==> src/rtl/rvj1_sram_arb_pkg.sv <==
// Shared types for the SRAM arbiter and its round-robin helper.
package rvj1_sram_arb_pkg;

    typedef enum logic [1:0] {
        ST_IDLE   = 2'd0,
        ST_ACCESS = 2'd1,
        ST_RDATA  = 2'd2,
        ST_RESP   = 2'd3
    } arb_state_e;

    typedef logic port_t;

    localparam port_t PORT_M0 = 1'b0;
    localparam port_t PORT_M1 = 1'b1;

    localparam int WORD_OFFSET = 2;

endpackage

==> src/rtl/rvj1_rr_arb2.sv <==
// Two-requester round-robin: on a tie the port that was not served last wins.
module rvj1_rr_arb2
    import rvj1_sram_arb_pkg::*;
(
    input  logic [1:0] req_i,
    input  port_t      last_i,
    output port_t      grant_o
);

    always_comb begin
        grant_o = PORT_M0;
        unique case (req_i)
            2'b10:   grant_o = PORT_M1;
            2'b11:   grant_o = ~last_i;
            default: grant_o = PORT_M0;
        endcase
    end

endmodule

==> src/rtl/rvj1_sram_arbiter.sv <==
// Shares one 1RW SRAM port between two Wishbone classic slaves with
// round-robin arbitration and registered SRAM control.
module rvj1_sram_arbiter
    import rvj1_sram_arb_pkg::*;
#(
    parameter logic [31:0] BASE_ADDR        = 32'h3000_4000,
    parameter int          ADDR_WIDTH_WORDS = 9
) (
    input  logic                        wb_clk_i,
    input  logic                        rstn_i,
    input  logic                        mgmt_only_i,
    input  logic                        m0_cyc_i,
    input  logic                        m0_stb_i,
    input  logic                        m0_we_i,
    input  logic [3:0]                  m0_sel_i,
    input  logic [31:0]                 m0_adr_i,
    input  logic [31:0]                 m0_dat_i,
    output logic                        m0_ack_o,
    output logic [31:0]                 m0_dat_o,
    input  logic                        m1_cyc_i,
    input  logic                        m1_stb_i,
    input  logic                        m1_we_i,
    input  logic [3:0]                  m1_sel_i,
    input  logic [31:0]                 m1_adr_i,
    input  logic [31:0]                 m1_dat_i,
    output logic                        m1_ack_o,
    output logic [31:0]                 m1_dat_o,
    output logic                        sram_clk0_o,
    output logic                        sram_csb0_o,
    output logic                        sram_web0_o,
    output logic [3:0]                  sram_wmask0_o,
    output logic [ADDR_WIDTH_WORDS-1:0] sram_addr0_o,
    output logic [31:0]                 sram_din0_o,
    input  logic [31:0]                 sram_dout0_i
);

    localparam int TAG_LSB = ADDR_WIDTH_WORDS + WORD_OFFSET;

    arb_state_e state_q;
    port_t      grant_q;
    port_t      rr_last_q;
    logic       we_q;
    logic       null_q;

    logic       m0_req;
    logic       m1_req;
    port_t      grant;
    logic       req_we;
    logic [3:0] req_sel;
    logic [31:0] req_adr;
    logic [31:0] req_dat;
    logic       req_inr;
    logic       gnt_cyc;
    logic       unused_adr_lsb;

    assign m0_req = m0_cyc_i & m0_stb_i;
    assign m1_req = m1_cyc_i & m1_stb_i & ~mgmt_only_i;

    rvj1_rr_arb2 u_rr_arb2 (
        .req_i   ({m1_req, m0_req}),
        .last_i  (rr_last_q),
        .grant_o (grant)
    );

    assign req_we  = (grant == PORT_M1) ? m1_we_i  : m0_we_i;
    assign req_sel = (grant == PORT_M1) ? m1_sel_i : m0_sel_i;
    assign req_adr = (grant == PORT_M1) ? m1_adr_i : m0_adr_i;
    assign req_dat = (grant == PORT_M1) ? m1_dat_i : m0_dat_i;
    assign req_inr = req_adr[31:TAG_LSB] == BASE_ADDR[31:TAG_LSB];

    // Abort is judged on the granted master's cyc at the point ack would rise.
    assign gnt_cyc = (grant_q == PORT_M1) ? m1_cyc_i : m0_cyc_i;

    assign sram_clk0_o    = wb_clk_i;
    assign unused_adr_lsb = ^{m0_adr_i[1:0], m1_adr_i[1:0]};

    always_ff @(posedge wb_clk_i or negedge rstn_i) begin
        if (!rstn_i) begin
            state_q       <= ST_IDLE;
            grant_q       <= PORT_M0;
            rr_last_q     <= PORT_M1;
            we_q          <= 1'b0;
            null_q        <= 1'b0;
            sram_csb0_o   <= 1'b1;
            sram_web0_o   <= 1'b1;
            sram_wmask0_o <= 4'b0;
            sram_addr0_o  <= '0;
            sram_din0_o   <= 32'b0;
            m0_ack_o      <= 1'b0;
            m1_ack_o      <= 1'b0;
            m0_dat_o      <= 32'b0;
            m1_dat_o      <= 32'b0;
        end else begin
            unique case (state_q)
                ST_IDLE: begin
                    if (m0_req | m1_req) begin
                        grant_q <= grant;
                        we_q    <= req_we;
                        null_q  <= ~req_inr;
                        if (req_inr) begin
                            sram_csb0_o   <= 1'b0;
                            sram_web0_o   <= ~req_we;
                            sram_wmask0_o <= req_we ? req_sel : 4'b0;
                            sram_addr0_o  <=
                                req_adr[TAG_LSB-1:WORD_OFFSET];
                            sram_din0_o   <= req_dat;
                        end
                        state_q <= ST_ACCESS;
                    end
                end
                ST_ACCESS: begin
                    sram_csb0_o <= 1'b1;
                    sram_web0_o <= 1'b1;
                    if (we_q | null_q) begin
                        if (gnt_cyc) begin
                            if (grant_q == PORT_M1) begin
                                m1_ack_o <= 1'b1;
                                if (!we_q) m1_dat_o <= 32'b0;
                            end else begin
                                m0_ack_o <= 1'b1;
                                if (!we_q) m0_dat_o <= 32'b0;
                            end
                        end
                        state_q <= ST_RESP;
                    end else begin
                        state_q <= ST_RDATA;
                    end
                end
                ST_RDATA: begin
                    if (gnt_cyc) begin
                        if (grant_q == PORT_M1) begin
                            m1_ack_o <= 1'b1;
                            m1_dat_o <= sram_dout0_i;
                        end else begin
                            m0_ack_o <= 1'b1;
                            m0_dat_o <= sram_dout0_i;
                        end
                    end
                    state_q <= ST_RESP;
                end
                ST_RESP: begin
                    m0_ack_o  <= 1'b0;
                    m1_ack_o  <= 1'b0;
                    rr_last_q <= grant_q;
                    state_q   <= ST_IDLE;
                end
                default: state_q <= ST_IDLE;
            endcase
        end
    end

endmodule
==> config.mk <==
export PLATFORM = sky130hd
export DESIGN_NAME = rvj1_sram_arbiter
export DESIGN_NICKNAME = d
export VERILOG_FILES = /design/src/rtl/rvj1_sram_arb_pkg.sv /design/src/rtl/rvj1_rr_arb2.sv /design/src/rtl/rvj1_sram_arbiter.sv
export SDC_FILE = /design/constraint.sdc
export NUM_CORES = 1
export LEC_CHECK = 0
export BUFFER_PORTS_ARGS = -buffer_cell sky130_fd_sc_hd__buf_2
export CELL_PAD_IN_SITES_DETAIL_PLACEMENT = 1
export CELL_PAD_IN_SITES_GLOBAL_PLACEMENT = 1
export CORE_ASPECT_RATIO = 1.1
export CORE_MARGIN = 2
export CORE_UTILIZATION = 30
export CTS_BUF_LIST = sky130_fd_sc_hd__clkbuf_4 sky130_fd_sc_hd__clkbuf_8
export DETAILED_ROUTE_END_ITERATION = 10
export PLACE_DENSITY_LB_ADDON = 0.05
export SYNTH_ARGS = -nofsm -noshare
export SYNTH_HDL_FRONTEND = slang
export SYNTH_SLANG_ARGS = --single-unit
==> constraint.sdc <==
create_clock -name wb_clk_i -period 2 [get_ports wb_clk_i]
set_clock_uncertainty 0.05 [all_clocks]
set_input_delay 0.2 -clock wb_clk_i [delete_from_list [all_inputs] [get_ports wb_clk_i]]
set_output_delay 0.2 -clock wb_clk_i [all_outputs]
set_load 0.02 [all_outputs]
==> impl_metrics.py <==
metrics = {
    "critical_path": {
        "rr_startpoint": "rr_last_q$_DFFE_PN1P_",
        "critPathLaunch": "rr_last_q$_DFFE_PN1P_",
        "crit_type": "reg -> reg",
        "critical_path_arrival_ns": 2.48,
        "cpMaxStageDelayCell": "sky130_fd_sc_hd__dfstp_2",
        "slowest_delay_ns": 0.37,
        "cp_num_buf_inv": 3,
        "cp_top_family": "simple AND/OR/NAND/NOR gates",
        "cp_data_required_time_ns": 2.38,
        "critPathLaunchType": "flip-flop",
        "dominant_cell_type_by_count_on_the_critical_path": "sky130_fd_sc_hd__buf_12",
        "critical_path.cell_chain": "and3_4, or2_4, o32a_1, nor2_4, buf_12, buf_16, buf_12, mux2_1",
        "timing.critical_path.to_type": "flip-flop",
        "critical_path_peak_fanout": 8,
    },
    "logic_synthesis": {
        "synth_top_family_by_area": "multiplexers",
        "synth_compound_gate_area_share_pct": 8.357,
        "netlist_top_cells_area": "sky130_fd_sc_hd__dfrtp_1 55%, sky130_fd_sc_hd__mux2_2 17%, sky130_fd_sc_hd__nand2_1 7.4%",
        "synthesis.instances": 465,
        "mappedNetlistArea_mm2": 0.005240,
        "post_synthesis_register_bit_count": 119,
        "yosys.cell_count.top_type": "sky130_fd_sc_hd__dfrtp_1",
        "synth_area_per_cell_um2": 11.27,
        "synth-seq-area-share_pct": 56.90,
        "yosys-mux-area-fraction_pct": 19.87,
        "synth_top_area_share_pct": 55.40,
        "postSynthNetCount": 647,
        "ys_warn_count": 0,
        "ys_top_cells_by_count": "116 x sky130_fd_sc_hd__dfrtp_1, 103 x sky130_fd_sc_hd__nand2_1, 80 x sky130_fd_sc_hd__mux2_2",
        "synth_xor_area_share_pct": 0,
        "synthDominantAreaCellType": "sky130_fd_sc_hd__dfrtp_1",
        "asyncSetResetFlopFracSynth_pct": 100.0,
        "edff_count_synth": 0,
        "yosys.area_share.simple_pct": 10.55,
        "ys_types": 33,
        "adder_cell_share_of_the_synthesized_area_pct": 1.194,
        "postSynth.topFlopCell": "sky130_fd_sc_hd__dfrtp_1",
    },
    "global_route": {
        "grt_first_pass_wirelength_um": 31550,
        "grt_util_met1_pct": 23.75,
        "grt_util_met3_pct": 8.018,
        "met2_track_utilization_from_global_routing_pct": 39.87,
        "busiest_layer_in_global_routing": "met2",
        "track_usage_pct": 22.33,
        "first_global_vias": 6147,
        "grt_remaining_overflow": 0,
        "grt_start_max_net_pins": 65,
        "antenna_found_initial": 0,
    },
    "final_layout": {
        "antenna_cells": 0,
        "seq_area_mm2": 0.002982,
        "filler_cell_count": 1929,
        "num-nets-final": 1079,
        "layoutNonFillerInstCount": 1144,
        "layout_cells_sized_above_1_pct": 48.79,
        "multi_input_comb_area_mm2": 0.002167,
        "finish.utilization_pct": 52.48,
        "flow.area_growth_from_synthesis_pct": 71.06,
    },
    "routing": {
        "count_of_routing_violations_after_the_opening_detailed_route_iteration": 180,
        "detail_route.first_pass.iterations": 4,
        "vias": 5256,
        "routed_wirelength_um": 20420,
        "drc_errors": 0,
        "avgRoutedWirePerCell_um": 17.85,
        "drt-vias-per-instance": 4.594,
        "ant_nets": 0,
    },
    "placement": {
        "place_hpwl_um": 12560,
        "io_buffer_count": 286,
        "dp.cells": 980,
        "finalWeightedCongestion": 0.7913,
    },
    "floorplanning": {
        "top_level_ports": 291,
        "die_x_um": 130.0,
        "start_util_pct": 30.68,
        "fp.dieH_um": 142.6,
        "die_area_mm2": 0.01854,
        "floorplan.rows": 50,
        "core_area_mm2": 0.01708,
    },
    "clock_tree": {
        "worstSkewPairLatency_ns": 0.55,
        "clkTransAtPathRegs_ns": 0.07,
        "cts_tree": "built",
    },
    "sta": {
        "number_of_pins_exceeding_their_max_slew_limit_in_the_final_report": 0,
        "hold_violations": 0,
        "tightestPinTransition_ns": 0.5470,
        "fmaxAchievable_mhz": 476.3,
        "max_slew_margin_pct": 63.53,
        "final-setup-viol-count": 34,
        "min_period_over_period_pct": 105.0,
        "setup_total_negative_slack_ns": -2.038,
        "rsz0062_at_grt": "true",
        "finalWorstPathRequiredPeriod_ns": 2.099,
        "fin_ws_ns": -0.09943,
    },
    "power": {
        "power.static_leakage_nw": 4.683,
        "peak_supply_drop_uv": 590.5,
        "pwr_dens_mw_per_mm2": 1006,
    },
    "run": {
        "max_cap_viol_count": 0,
    },
    "hold_path": {
        "worstHoldPathType": "in -> reg",
        "beginning_of_the_worst_hold_path": "m0_cyc_i",
    },
    "run_status": {
        "outcome": "complete, but fails checks",
        "failing_checks": "negative setup slack",
    },
}
## logic make-up after synthesis
family | Yosys count
multiplexers | 93
AND/OR/NAND/NOR | 132
AO/OA/AOI/OAI | 82
buffers and inverters | 34
adder cells (fa/ha/maj) | 5
flip-flops | 119
## worst register-to-register path: cells and delay by family, from the launching register on
family / cells / cell delay (ns)
AO/OA/AOI/OAI: 1 / 0.33
buffers and inverters: 3 / 0.38
flip-flops: 1 / 0.37
multiplexers: 1 / 0.32
AND/OR/NAND/NOR: 3 / 0.53
## per-layer routing
| layer | up-vias | part of all wire (%) | wire (um) |
|---|---|---|---|
| met5 | - | 0 | 0 |
| met4 | 0 | 2.7 | 552 |
| met3 | 42 | 7.7 | 1572 |
| met2 | 203 | 52 | 10590 |
| met1 | 2541 | 38 | 7696 |
| li1 | 2470 | - | - |
## flip-flops by register name (all words and copies together), names as in the netlist
signal,cells
sram_addr0_o,9
sram_din0_o,32
m1_ack_o,1
m1_dat_o,32
sram_web0_o,1
state_q,2
null_q,1
grant_q,1
we_q,1
sram_csb0_o,1
m0_ack_o,1
sram_wmask0_o,4
m0_dat_o,32
rr_last_q,1
## final timing paths
path | to | slack (ns) | cells past startpoint
worst max-delay path | sram_din0_o[18]$_DFFE_PN0P_ | -0.1 | 8
worst min-delay path | m0_ack_o$_DFFE_PN0P_ | 0.03 | 4
worst max register to register | sram_din0_o[18]$_DFFE_PN0P_ | -0.1 | 8
worst min register to register | sram_csb0_o$_DFFE_PN1P_ | 0.43 | 2
max in group asynchronous | m0_dat_o[18]$_DFFE_PN0P_ | 1.02 | 3
min in group asynchronous | m0_dat_o[30]$_DFFE_PN0P_ | 0.14 | 2
## final cells by class
type | instances | share of cell area (%)
timing repair buffer | 436 | 33.51
sequential | 119 | 33.26
multi-input combinational | 312 | 24.18
clock buffer | 22 | 3.280
tap | 234 | 3.266
clock inverter | 14 | 2.205
inverter | 7 | 0.2931
## placed cells by master, fill, tap and decap left out, types with 2 or more instances in the layout
cell type,count
sky130_fd_sc_hd__mux2_1,4
sky130_fd_sc_hd__a21oi_1,3
sky130_fd_sc_hd__buf_4,19
sky130_fd_sc_hd__dfstp_2,3
sky130_fd_sc_hd__nand2_1,103
sky130_fd_sc_hd__clkbuf_8,21
sky130_fd_sc_hd__clkinvlp_4,2
sky130_fd_sc_hd__mux2i_1,5
sky130_fd_sc_hd__nor2_1,9
sky130_fd_sc_hd__nand4_1,2
sky130_fd_sc_hd__nor4b_1,2
sky130_fd_sc_hd__a31oi_1,2
sky130_fd_sc_hd__nand3_2,2
sky130_fd_sc_hd__clkinv_2,2
sky130_fd_sc_hd__nor4_1,6
sky130_fd_sc_hd__and3b_1,2
sky130_fd_sc_hd__dlygate4sd3_1,122
sky130_fd_sc_hd__mux2_2,74
sky130_fd_sc_hd__buf_2,285
sky130_fd_sc_hd__o21ai_0,70
sky130_fd_sc_hd__ha_1,4
sky130_fd_sc_hd__inv_6,2
sky130_fd_sc_hd__mux2_4,10
sky130_fd_sc_hd__inv_1,6
sky130_fd_sc_hd__clkinv_4,4
sky130_fd_sc_hd__bufinv_16,4
sky130_fd_sc_hd__dfrtp_1,116
sky130_fd_sc_hd__buf_12,9
## report_power, final
part	total [mW]	switching, mW	leakage, nW	internal (mW)
clock	2.67	1.13	0.245	1.54
sequential	3.29	0.316	1.61	2.97
combinational	3.06	1.93	2.83	1.13
total	9.02	3.38	4.68	5.64
## stage by stage
| step | setup WS [ns] | area, um^2 | total power, mW | hold slack (ns) |
|---|---|---|---|---|
| global placement | -0.06221 | 7072 | 6.131 | 0.1572 |
| global route | -0.1631 | 8964 | 9.627 | 0.01621 |
| floorplan | 0.002353 | 5244 | 4.968 | -0.1456 |
| CTS | -0.09673 | 8944 | 9.091 | 0.002262 |
| finish | -0.09943 | 8964 | 9.020 | 0.02676 |
| detailed placement | -0.1097 | 7072 | 6.245 | 0.1724 |
## what timing repair did
item,CTS,global route
pin swaps,0,0
endpoints found under the setup margin,45,110
hold buffers,122,0
gates resized for setup,15,6
buffers inserted,7,1
cloned,1,0
hold endpoints to repair,143,0
Power figures use the tool's default switching activity.
